[config.mk]
export PLATFORM = sky130hd
export DESIGN_NAME = alu_sequencer
export DESIGN_NICKNAME = d
export VERILOG_FILES = /design/src/rtl/alu_seq_pkg.sv /design/src/rtl/alu_decoder.sv /design/src/rtl/alu_sequencer.sv
export SDC_FILE = /design/constraint.sdc
export NUM_CORES = 1
export LEC_CHECK = 0
export BUFFER_PORTS_ARGS = -buffer_cell sky130_fd_sc_hd__buf_2
export CAP_MARGIN = 40
export CORE_MARGIN = 4
export CORE_UTILIZATION = 37
export CTS_BUF_LIST = sky130_fd_sc_hd__clkbuf_16
export DETAILED_ROUTE_END_ITERATION = 16
export MAX_ROUTING_LAYER = met4
export PLACE_DENSITY = 0.61
export SYNTH_ARGS = -nofsm -noshare
export SYNTH_HDL_FRONTEND = slang
export SYNTH_HIERARCHICAL = 1
export SYNTH_SLANG_ARGS = --single-unit
[constraint.sdc]
create_clock -name clk -period 4.1 [get_ports clk]
set_input_delay 0.82 -clock clk [delete_from_list [all_inputs] [get_ports clk]]
set_output_delay 0.82 -clock clk [all_outputs]
set_load 0.01 [all_outputs]
[src/rtl/alu_seq_pkg.sv]
// Shared constants for the ALU sequencer: opcodes, enable indices, state encoding.
// ALU_SEQ_MULS_EN adds the MUL state used by the signed shift-add multiplier.
package alu_seq_pkg;

  localparam int DATA_W = 8;
  localparam int RSP_W  = 16;

  localparam logic [3:0] OP_INV  = 4'd0;
  localparam logic [3:0] OP_ANDL = 4'd1;
  localparam logic [3:0] OP_EQU  = 4'd2;
  localparam logic [3:0] OP_ORL  = 4'd3;
  localparam logic [3:0] OP_DEC  = 4'd4;
  localparam logic [3:0] OP_ADD  = 4'd5;
  localparam logic [3:0] OP_SUB  = 4'd6;
  localparam logic [3:0] OP_INC  = 4'd7;
  localparam logic [3:0] OP_CMP  = 4'd8;
  localparam logic [3:0] OP_MULS = 4'd9;
  localparam logic [3:0] OP_NEG  = 4'd10;

  // Bit positions in the one-hot operation enable vector
  localparam int EN_INV  = 0;
  localparam int EN_ANDL = 1;
  localparam int EN_EQU  = 2;
  localparam int EN_ORL  = 3;
  localparam int EN_DEC  = 4;
  localparam int EN_ADD  = 5;
  localparam int EN_SUB  = 6;
  localparam int EN_INC  = 7;
  localparam int EN_CMP  = 8;
  localparam int EN_MULS = 9;
  localparam int EN_NEG  = 10;
  localparam int EN_ILL  = 11;
  localparam int EN_W    = 12;

  typedef logic [EN_W-1:0] op_en_t;

`ifdef ALU_SEQ_MULS_EN
  typedef enum logic [1:0] {
    ST_IDLE = 2'd0,
    ST_EXEC = 2'd1,
    ST_MUL  = 2'd2,
    ST_DONE = 2'd3
  } state_t;
`else
  typedef enum logic [1:0] {
    ST_IDLE = 2'd0,
    ST_EXEC = 2'd1,
    ST_DONE = 2'd3
  } state_t;
`endif

endpackage

[src/rtl/alu_decoder.sv]
// Turns the latched opcode into one-hot operation enables.
// Opcode 9 decodes as muls only when ALU_SEQ_MULS_EN is defined, otherwise as illegal.
module alu_decoder
  import alu_seq_pkg::*;
(
  input  logic [3:0] op,
  output op_en_t     en
);

  // Opcode to one-hot enable lookup
  always_comb begin
    en = {EN_W{1'b0}};
    case (op)
      OP_INV:  en[EN_INV]  = 1'b1;
      OP_ANDL: en[EN_ANDL] = 1'b1;
      OP_EQU:  en[EN_EQU]  = 1'b1;
      OP_ORL:  en[EN_ORL]  = 1'b1;
      OP_DEC:  en[EN_DEC]  = 1'b1;
      OP_ADD:  en[EN_ADD]  = 1'b1;
      OP_SUB:  en[EN_SUB]  = 1'b1;
      OP_INC:  en[EN_INC]  = 1'b1;
      OP_CMP:  en[EN_CMP]  = 1'b1;
`ifdef ALU_SEQ_MULS_EN
      OP_MULS: en[EN_MULS] = 1'b1;
`endif
      OP_NEG:  en[EN_NEG]  = 1'b1;
      default: en[EN_ILL]  = 1'b1;
    endcase
  end

endmodule

[src/rtl/alu_sequencer.sv]
// Two-requester round-robin ALU sequencer with a held response until rsp_ready.
// ALU_SEQ_MULS_EN enables the 8-cycle signed shift-add multiply (op 9).
module alu_sequencer
  import alu_seq_pkg::*;
(
  input  logic              clk,
  input  logic              rst_n,
  input  logic [1:0]        req_valid,
  output logic [1:0]        req_ready,
  input  logic [3:0]        op0,
  input  logic [3:0]        op1,
  input  logic [DATA_W-1:0] a0,
  input  logic [DATA_W-1:0] b0,
  input  logic [DATA_W-1:0] a1,
  input  logic [DATA_W-1:0] b1,
  output logic              rsp_valid,
  input  logic              rsp_ready,
  output logic              rsp_id,
  output logic [RSP_W-1:0]  rsp_data,
  output logic              rsp_zero,
  output logic              rsp_carry,
  output logic              rsp_err
);

  state_t              state_r, state_s;
  logic                last_r;
  logic [1:0]          grant_s;
  logic [3:0]          op_in_s, op_r;
  logic [DATA_W-1:0]   a_in_s, b_in_s, a_r, b_r;
  logic                id_r;
  op_en_t              en_s;
  logic [RSP_W-1:0]    res_s;
  logic [DATA_W:0]     wide_s;
  logic                carry_s, err_s;
`ifdef ALU_SEQ_MULS_EN
  logic                is_mul_s;
  logic [RSP_W-1:0]    acc_r, acc_s, mcand_r;
  logic [DATA_W-1:0]   mplier_r;
  logic [2:0]          cnt_r;
`endif

  alu_decoder u_dec (
    .op (op_r),
    .en (en_s)
  );

  // Round-robin grant; last_r holds the requester granted most recently
  always_comb begin
    grant_s = 2'b00;
    if (state_r == ST_IDLE) begin
      case (req_valid)
        2'b01:   grant_s = 2'b01;
        2'b10:   grant_s = 2'b10;
        2'b11:   grant_s = last_r ? 2'b01 : 2'b10;
        default: grant_s = 2'b00;
      endcase
    end else begin
      grant_s = 2'b00;
    end
  end

  assign req_ready = rst_n ? grant_s : 2'b00;
  assign op_in_s   = grant_s[1] ? op1 : op0;
  assign a_in_s    = grant_s[1] ? a1  : a0;
  assign b_in_s    = grant_s[1] ? b1  : b0;
`ifdef ALU_SEQ_MULS_EN
  assign is_mul_s  = (op_in_s == OP_MULS);
`endif

  // Next-state logic
  always_comb begin
    state_s = state_r;
    case (state_r)
      ST_IDLE: begin
        if (grant_s != 2'b00) begin
`ifdef ALU_SEQ_MULS_EN
          state_s = is_mul_s ? ST_MUL : ST_EXEC;
`else
          state_s = ST_EXEC;
`endif
        end else begin
          state_s = ST_IDLE;
        end
      end
      ST_EXEC: state_s = ST_DONE;
`ifdef ALU_SEQ_MULS_EN
      ST_MUL: begin
        if (cnt_r == 3'd7) begin
          state_s = ST_DONE;
        end else begin
          state_s = ST_MUL;
        end
      end
`endif
      ST_DONE: begin
        if (rsp_ready) begin
          state_s = ST_IDLE;
        end else begin
          state_s = ST_DONE;
        end
      end
      default: state_s = ST_IDLE;
    endcase
  end

  // Single-cycle ALU on the latched operands; carry doubles as borrow for sub/dec
  always_comb begin
    res_s   = 16'h0000;
    wide_s  = 9'h000;
    carry_s = 1'b0;
    err_s   = 1'b0;
    case (1'b1)
      en_s[EN_INV]:  res_s = {8'h00, ~a_r};
      en_s[EN_ANDL]: res_s = {8'h00, a_r & b_r};
      en_s[EN_EQU]:  res_s = {15'h0000, (a_r == b_r)};
      en_s[EN_ORL]:  res_s = {8'h00, a_r | b_r};
      en_s[EN_DEC]: begin
        wide_s  = {1'b0, a_r} - 9'd1;
        res_s   = {8'h00, wide_s[DATA_W-1:0]};
        carry_s = wide_s[DATA_W];
      end
      en_s[EN_ADD]: begin
        wide_s  = {1'b0, a_r} + {1'b0, b_r};
        res_s   = {8'h00, wide_s[DATA_W-1:0]};
        carry_s = wide_s[DATA_W];
      end
      en_s[EN_SUB]: begin
        wide_s  = {1'b0, a_r} - {1'b0, b_r};
        res_s   = {8'h00, wide_s[DATA_W-1:0]};
        carry_s = wide_s[DATA_W];
      end
      en_s[EN_INC]: begin
        wide_s  = {1'b0, a_r} + 9'd1;
        res_s   = {8'h00, wide_s[DATA_W-1:0]};
        carry_s = wide_s[DATA_W];
      end
      en_s[EN_CMP]:  res_s = {14'h0000, (a_r == b_r), (a_r < b_r)};
      en_s[EN_MULS]: res_s = 16'h0000;
      en_s[EN_NEG]:  res_s = {8'h00, 8'h00 - a_r};
      en_s[EN_ILL]:  err_s = 1'b1;
      default:       err_s = 1'b1;
    endcase
  end

`ifdef ALU_SEQ_MULS_EN
  // Shift-add step; multiplier bit 7 has negative weight in two's complement
  always_comb begin
    acc_s = acc_r;
    if (mplier_r[0]) begin
      acc_s = (cnt_r == 3'd7) ? (acc_r - mcand_r) : (acc_r + mcand_r);
    end else begin
      acc_s = acc_r;
    end
  end
`endif

  // State, operand latch and registered response
  always_ff @(posedge clk or negedge rst_n) begin
    if (!rst_n) begin
      state_r   <= ST_IDLE;
      last_r    <= 1'b1;
      op_r      <= 4'd0;
      a_r       <= 8'h00;
      b_r       <= 8'h00;
      id_r      <= 1'b0;
      rsp_valid <= 1'b0;
      rsp_id    <= 1'b0;
      rsp_data  <= 16'h0000;
      rsp_zero  <= 1'b0;
      rsp_carry <= 1'b0;
      rsp_err   <= 1'b0;
`ifdef ALU_SEQ_MULS_EN
      acc_r     <= 16'h0000;
      mcand_r   <= 16'h0000;
      mplier_r  <= 8'h00;
      cnt_r     <= 3'd0;
`endif
    end else begin
      state_r <= state_s;
      case (state_r)
        ST_IDLE: begin
          if (grant_s != 2'b00) begin
            op_r   <= op_in_s;
            a_r    <= a_in_s;
            b_r    <= b_in_s;
            id_r   <= grant_s[1];
            last_r <= grant_s[1];
`ifdef ALU_SEQ_MULS_EN
            acc_r    <= 16'h0000;
            mcand_r  <= {{(RSP_W-DATA_W){a_in_s[DATA_W-1]}}, a_in_s};
            mplier_r <= b_in_s;
            cnt_r    <= 3'd0;
`endif
          end
        end
        ST_EXEC: begin
          rsp_valid <= 1'b1;
          rsp_id    <= id_r;
          rsp_data  <= res_s;
          rsp_zero  <= (res_s == 16'h0000);
          rsp_carry <= carry_s;
          rsp_err   <= err_s;
        end
`ifdef ALU_SEQ_MULS_EN
        ST_MUL: begin
          acc_r    <= acc_s;
          mcand_r  <= {mcand_r[RSP_W-2:0], 1'b0};
          mplier_r <= {1'b0, mplier_r[DATA_W-1:1]};
          cnt_r    <= cnt_r + 3'd1;
          if (cnt_r == 3'd7) begin
            rsp_valid <= 1'b1;
            rsp_id    <= id_r;
            rsp_data  <= acc_s;
            rsp_zero  <= (acc_s == 16'h0000);
            rsp_carry <= 1'b0;
            rsp_err   <= 1'b0;
          end
        end
`endif
        ST_DONE: begin
          if (rsp_ready) begin
            rsp_valid <= 1'b0;
          end
        end
        default: rsp_valid <= 1'b0;
      endcase
    end
  end

endmodule

==> impl_metrics.py, run 1 <==
metrics = {
    "timing": {
        "rsz0062_at_grt": "false",
        "setup-violations-final": 0,
        "fmax_ghz": 0.313,
        "worst_slew_pin_slew_ns": 0.720,
        "relSlewSlack_pct": 52.0,
        "holdWs_ns": 0.469,
        "final_hold_viol_count": 0,
        "finClkSkew_ns": 0.00910,
        "layout_setup_ws_ns": 0.909,
        "min_period_over_period_pct": 77.8,
        "fin_tns_setup_ns": 0,
        "min_period_ns": 3.19,
        "slew_violations": 0,
    },
    "worst_hold_path": {
        "hold_path_class": "reg2reg",
        "min-delay-start": "rsp_data[7]",
        "min_path_cells": 2,
        "min_to": "rsp_data[7]",
    },
    "clocking": {
        "clock_sinks": 37,
        "clock_latency_ns": 0.29,
        "cts_buffers": 5,
        "clk_pin_slew_worst_paths_ns": 0.06,
        "clockRootBuffer": "clkbuf_16",
        "cts-hold-fix-buffers": 0,
        "cts_max_level": 2,
        "clockBufferDepth": 2,
        "cts_tree": "done",
        "post_cts_buffers": 0,
        "post_cts_resized": 0,
    },
    "floorplanning": {
        "die_y_um": 109,
        "design.portCount": 68,
        "row_count": 36,
        "die_width_um": 109,
        "core_um2": 9820,
        "start_util_pct": 38.3,
        "die-area_um2": 11800,
    },
    "drt": {
        "wl_um": 11400,
        "vias": 3444,
        "viasPerCell": 5.49,
        "postRouteAntennaNets": 0,
        "drt_pass1_iterations": 4,
        "drc_errors": 0,
        "drt_iter0_drc": 284,
        "wire_per_inst_um": 18.2,
    },
    "place": {
        "place_congestion": 0.961,
        "dpl.hpwl_um": 8860,
        "dp_cells": 619,
        "portBuffers": 59,
        "placed_cell_area_um2": 4100,
        "pre_cts_ws_ns": 0.978,
    },
    "synthesis": {
        "syn_avg_cell_area_um2": 8.40,
        "synth_area_um2": 3760,
        "synth_cells": 448,
        "yosys_warnings": 6,
    },
    "setup_path": {
        "critPathLaunchType": "flip-flop",
        "cpMaxStageDelayCell": "dfrtp_1",
        "cp.arrival_ns": 3.36,
        "path_cells": "inv_1 -> ha_1 -> nor2b_1 -> nor3_2 -> o31ai_4 -> xnor2_1 -> a2111o_1 -> nand4_1 -> a31oi_1 -> a32o_1",
        "rr_worst_depth": 10,
        "startpoint": "a_r[3]",
        "reg2reg_slack_ns": 0.91,
        "end_kind": "flip-flop",
        "crit_buf_inv": 1,
        "r2r_start": "a_r[3]",
        "crit_required_ns": 4.27,
        "critPathMaxStageDelay_ns": 0.64,
        "r2r_end": "rsp_zero",
        "critPathKind": "reg2reg",
        "critPathMaxFanout": 13,
        "cp_top_family": "compound AO/OA/AOI/OAI gates",
    },
    "global_route": {
        "grt_max_degree": 43,
        "grt_pass1_wl_um": 18000,
        "antenna_found_initial": 0,
        "grtUsageTotal_pct": 20.3,
        "grt_overflow": 0,
        "grt_pass1_vias": 3180,
    },
    "final_layout": {
        "diodes": 0,
        "regArea_um2": 927,
        "layoutNonFillerInstCount": 627,
        "final.fill_count": 1014,
        "area_delta_synth_final_pct": 13.9,
        "drive_gt1_share_pct": 23.5,
        "final_design_area_no_fill_um2": 4290,
        "multi_input_area_um2": 2510,
        "nNetsFinal": 567,
    },
    "power_and_ir_drop": {
        "total_leakage_power_nw": 2.01,
        "powerDensity_nw_per_um2": 930,
        "peakVddDrop_mv": 0.311,
    },
    "job": {
        "max_cap_violations": 0,
    },
    "status": {
        "status": "finished clean",
    },
}
-- sequential cells by signal, indices dropped and copies added, names as in the netlist --
signal / flops
last_r: 1
rsp_data: 8
rsp_err: 1
rsp_id: 1
state_r: 2
id_r: 1
rsp_zero: 1
a_r: 8
b_r: 8
op_r: 4
rsp_valid: 1
rsp_carry: 1
-- worst reg2reg max path, delay by kind of cell (launching register included) --
| kind | cells | cell delay (ns) |
|---|---|---|
| fa+ha+maj | 1 | 0.62 |
| simple gates | 3 | 0.61 |
| xor+xnor | 1 | 0.14 |
| compound gates | 4 | 0.86 |
| buf+inv | 1 | 0.20 |
| flops | 1 | 0.64 |
-- metrics by stage --
stage / utilization, % / power (mW)
floorplan: - / 2.82
global placement: 41.7 / 3.45
detailed placement: 41.7 / 3.45
CTS: 43.6 / 3.97
global route: 43.6 / 4.31
finish: 43.6 / 3.98
-- cell type report --
cell class | instances | area share, %
multi-input cells | 347 | 58.5
flip-flops and latches | 37 | 21.6
repair buffers | 69 | 8.64
well taps | 133 | 3.88
clock buffers | 5 | 2.92
inverters | 33 | 2.89
clock inverters | 3 | 1.52
-- layer usage --
layer	vias to the layer above	GRT usage, %	routed length, µm
met5	-	-	0
met4	0	4.06	167
met2	128	31.0	5270
li1	1675	-	-
met1	1625	28.4	5210
met3	16	3.32	768
-- layout by cell type (no fill, tap or decap), types with 7 or more instances in the layout --
cell type	instances
a221oi_1	7
xnor2_1	16
mux2i_1	21
conb_1	9
inv_1	30
a21oi_1	50
o21ai_0	22
buf_2	59
ha_1	27
nand3_1	8
dfrtp_1	36
buf_4	10
nand2_1	42
nor2_1	35
-- where the power goes --
| group | total, mW | switching, mW | internal, mW |
|---|---|---|---|
| combinational | 2.69 | 1.61 | 1.08 |
| clock | 0.500 | 0.153 | 0.347 |
| sequential | 0.794 | 0.249 | 0.544 |
| total | 3.98 | 2.01 | 1.97 |
-- worst max path at each step --
stage	end	slack, ns	cells after the start
2_1_floorplan	rsp_zero	1.28	13
3_3_place_gp	rsp_zero	1.02	10
3_5_place_dp	rsp_zero	0.98	10
4_1_cts	rsp_zero	0.95	10
5_1_grt	rsp_zero	0.69	10
6_report	rsp_zero	0.91	10
(Power assumes the default switching activity.)
==> run 2: changes to the inputs <==
--- a/config.mk
+++ b/config.mk
@@ -5,6 +5,7 @@
 export SDC_FILE = /design/constraint.sdc
 export NUM_CORES = 1
 export LEC_CHECK = 0
+export ABC_AREA = 1
 export BUFFER_PORTS_ARGS = -buffer_cell sky130_fd_sc_hd__buf_2
 export CAP_MARGIN = 40
 export CORE_MARGIN = 4
@@ -12,7 +13,7 @@
 export CTS_BUF_LIST = sky130_fd_sc_hd__clkbuf_16
 export DETAILED_ROUTE_END_ITERATION = 16
 export MAX_ROUTING_LAYER = met4
-export PLACE_DENSITY = 0.61
+export PLACE_DENSITY = 0.63
 export SYNTH_ARGS = -nofsm -noshare
 export SYNTH_HDL_FRONTEND = slang
 export SYNTH_HIERARCHICAL = 1
==> constraint.sdc (replaced) <==
create_clock -name clk -period 2.9 [get_ports clk]
set_input_delay 0.58 -clock clk [delete_from_list [all_inputs] [get_ports clk]]
set_output_delay 0.58 -clock clk [all_outputs]
set_load 0.01 [all_outputs]
==> run 2 against run 1 <==
Against the previous run:
- first-iteration DRC count up 9.2%
- combinational power grew 35%
- synthesized area is 0.86% lower
- clock-buffer cell count unchanged
==> impl_metrics.py, run 2 <==
metrics = {
    "setup_path": {
        "path_cells": "inv_1 -> ha_1 -> nor2_4 -> nand2_1 -> nand3_2 -> nand2_1 -> nand2_1 -> nand2_1 -> nand3_1 -> nand2_1 -> nand2_1 -> nand2_1 -> nand2_1 -> nand2_1 -> a21boi_2 -> nor2_1 -> nand3_1 -> nand2_1",
        "critPathKind": "reg2reg",
        "critPathLaunchType": "flip-flop",
        "cpMaxStageDelayCell": "dfrtp_1",
        "reg2reg_slack_ns": 0.31,
        "end_kind": "flip-flop",
        "crit_required_ns": 3.07,
        "cpMostUsedCell": "nand2_1",
        "cp.arrival_ns": 2.77,
        "critPathMaxStageDelay_ns": 0.65,
        "critPathMaxFanout": 8,
    },
    "final_layout": {
        "nNetsFinal": 720,
        "area_delta_synth_final_pct": 16.3,
        "final_core_util_pct": 44.4,
        "diodes": 0,
        "layout_common_cells": "nand2_1 (187), inv_1 (63), buf_2 (59), nor2_1 (46), a21oi_1 (46)",
        "layout_commonest_cell": "nand2_1",
        "drive_gt1_share_pct": 17.9,
        "top_regs": "a_r: 8 flops, b_r: 8 flops, rsp_data: 8 flops",
        "layoutNonFillerInstCount": 780,
        "final_design_area_no_fill_um2": 4340,
    },
    "global_route": {
        "grt_overflow": 0,
        "antenna_found_initial": 0,
        "grt_max_degree": 43,
        "grt_pass1_wl_um": 19600,
        "grtUsageTotal_pct": 22.2,
        "grt_pass1_vias": 3759,
    },
    "power_and_ir_drop": {
        "comb_power_share_pct": 69.3,
        "power_mw": 5.23,
        "power_frac_seq_pct": 18.8,
        "total_leakage_power_nw": 2.29,
        "switchingPower_mw": 2.82,
        "powerDensity_nw_per_um2": 1210,
        "p_sw_share_pct": 54.0,
        "peakVddDrop_mv": 0.555,
        "internal_power_mw": 2.41,
        "clkPwrFrac_pct": 11.9,
    },
    "drt": {
        "viasPerCell": 5.16,
        "drt_iter0_drc": 310,
        "wire_per_inst_um": 15.5,
        "vias": 4021,
        "drt_pass1_iterations": 5,
        "wl_um": 12100,
        "postRouteAntennaNets": 0,
        "drc_errors": 0,
    },
    "clocking": {
        "clk_pin_slew_worst_paths_ns": 0.06,
        "clock_sinks": 37,
        "clock_latency_ns": 0.29,
        "post_cts_buffers": 0,
        "cts_buffers": 5,
        "clockBufferDepth": 2,
        "clockRootBuffer": "clkbuf_16",
        "cts_tree": "done",
        "cts_max_level": 2,
    },
    "timing": {
        "setup-violations-final": 0,
        "finClkSkew_ns": 0.00602,
        "worst_slew_pin_slew_ns": 0.771,
        "min_period_over_period_pct": 89.5,
        "fmax_ghz": 0.385,
        "final_hold_viol_count": 0,
        "relSlewSlack_pct": 48.4,
        "fin_tns_setup_ns": 0,
        "slew_violations": 0,
        "min_period_ns": 2.59,
        "layout_setup_ws_ns": 0.306,
        "holdWs_ns": 0.380,
        "rsz0062_at_grt": "false",
    },
    "worst_hold_path": {
        "hold_path_class": "in2async",
    },
    "floorplanning": {
        "die-area_um2": 11800,
        "row_count": 36,
        "core_um2": 9770,
        "die_width_um": 108,
        "start_util_pct": 38.2,
        "die_y_um": 108,
        "design.portCount": 68,
    },
    "place": {
        "dp_cells": 772,
        "dpl.hpwl_um": 9680,
        "placed_cell_area_um2": 4170,
        "pre_cts_ws_ns": 0.295,
        "place_congestion": 1.03,
        "portBuffers": 59,
    },
    "job": {
        "max_cap_violations": 0,
    },
    "synthesis": {
        "synth_area_um2": 3730,
        "synth_cells": 587,
        "syn_avg_cell_area_um2": 6.35,
        "yosys_warnings": 6,
    },
    "status": {
        "status": "finished clean",
    },
}
run 2: path summary, 6_finish.rpt:
check | startpoint | to | cells past startpoint
worst max-delay path | a_r[1] | rsp_zero | 18
worst min-delay path | rst_n | rsp_data[2] | 2
worst max register to register | a_r[1] | rsp_zero | 18
worst min register to register | rsp_data[3] | rsp_data[3] | 2
max in group asynchronous | rst_n | a_r[0] | 2
min in group clk | rsp_data[3] | rsp_data[3] | 2
run 2: critical path, delay by kind of cell (launching register included):
kind	cells	cell delay, ns
and+or+nand+nor	15	1.08
DFF	1	0.65
adders and majority gates	1	0.37
AOI/OAI and AO/OA	1	0.24
buffers and inverters	1	0.14
run 2: final cells by class:
type | instances | area, µm²
timing repair buffer | 78 | 438
sequential | 37 | 928
fill | 1036 | 5440
clock buffer | 5 | 125
multi-input combinational | 450 | 2360
clock inverter | 3 | 41.3
tap | 133 | 166
inverter | 74 | 282
run 2: power groups by stage:
stage / Clock (mW) / Sequential, mW / Combinational (mW)
after floorplan: 0 / 0.976 / 2.60
after global placement: 0 / 0.969 / 3.64
after detailed placement: 0 / 0.987 / 3.58
after CTS: 0.635 / 0.978 / 3.60
after global routing: 0.656 / 1.01 / 4.13
final: 0.621 / 0.983 / 3.63
run 2: per-layer routing:
metal	track usage, %	part of all wire, %	up-vias	wire [µm]
met3	3.46	8.3	15	1000
met4	7.21	2.2	0	269
met2	33.8	45	195	5400
met1	30.3	45	1827	5410
li1	-	-	1984	-
met5	-	0	-	0
run 2: what timing repair did:
| item | 4_1_cts | 5_1_grt |
|---|---|---|
| endpoints found under the setup margin | 0 | 1 |
| hold buffers | 0 | 0 |
| gates resized for setup | 0 | 2 |
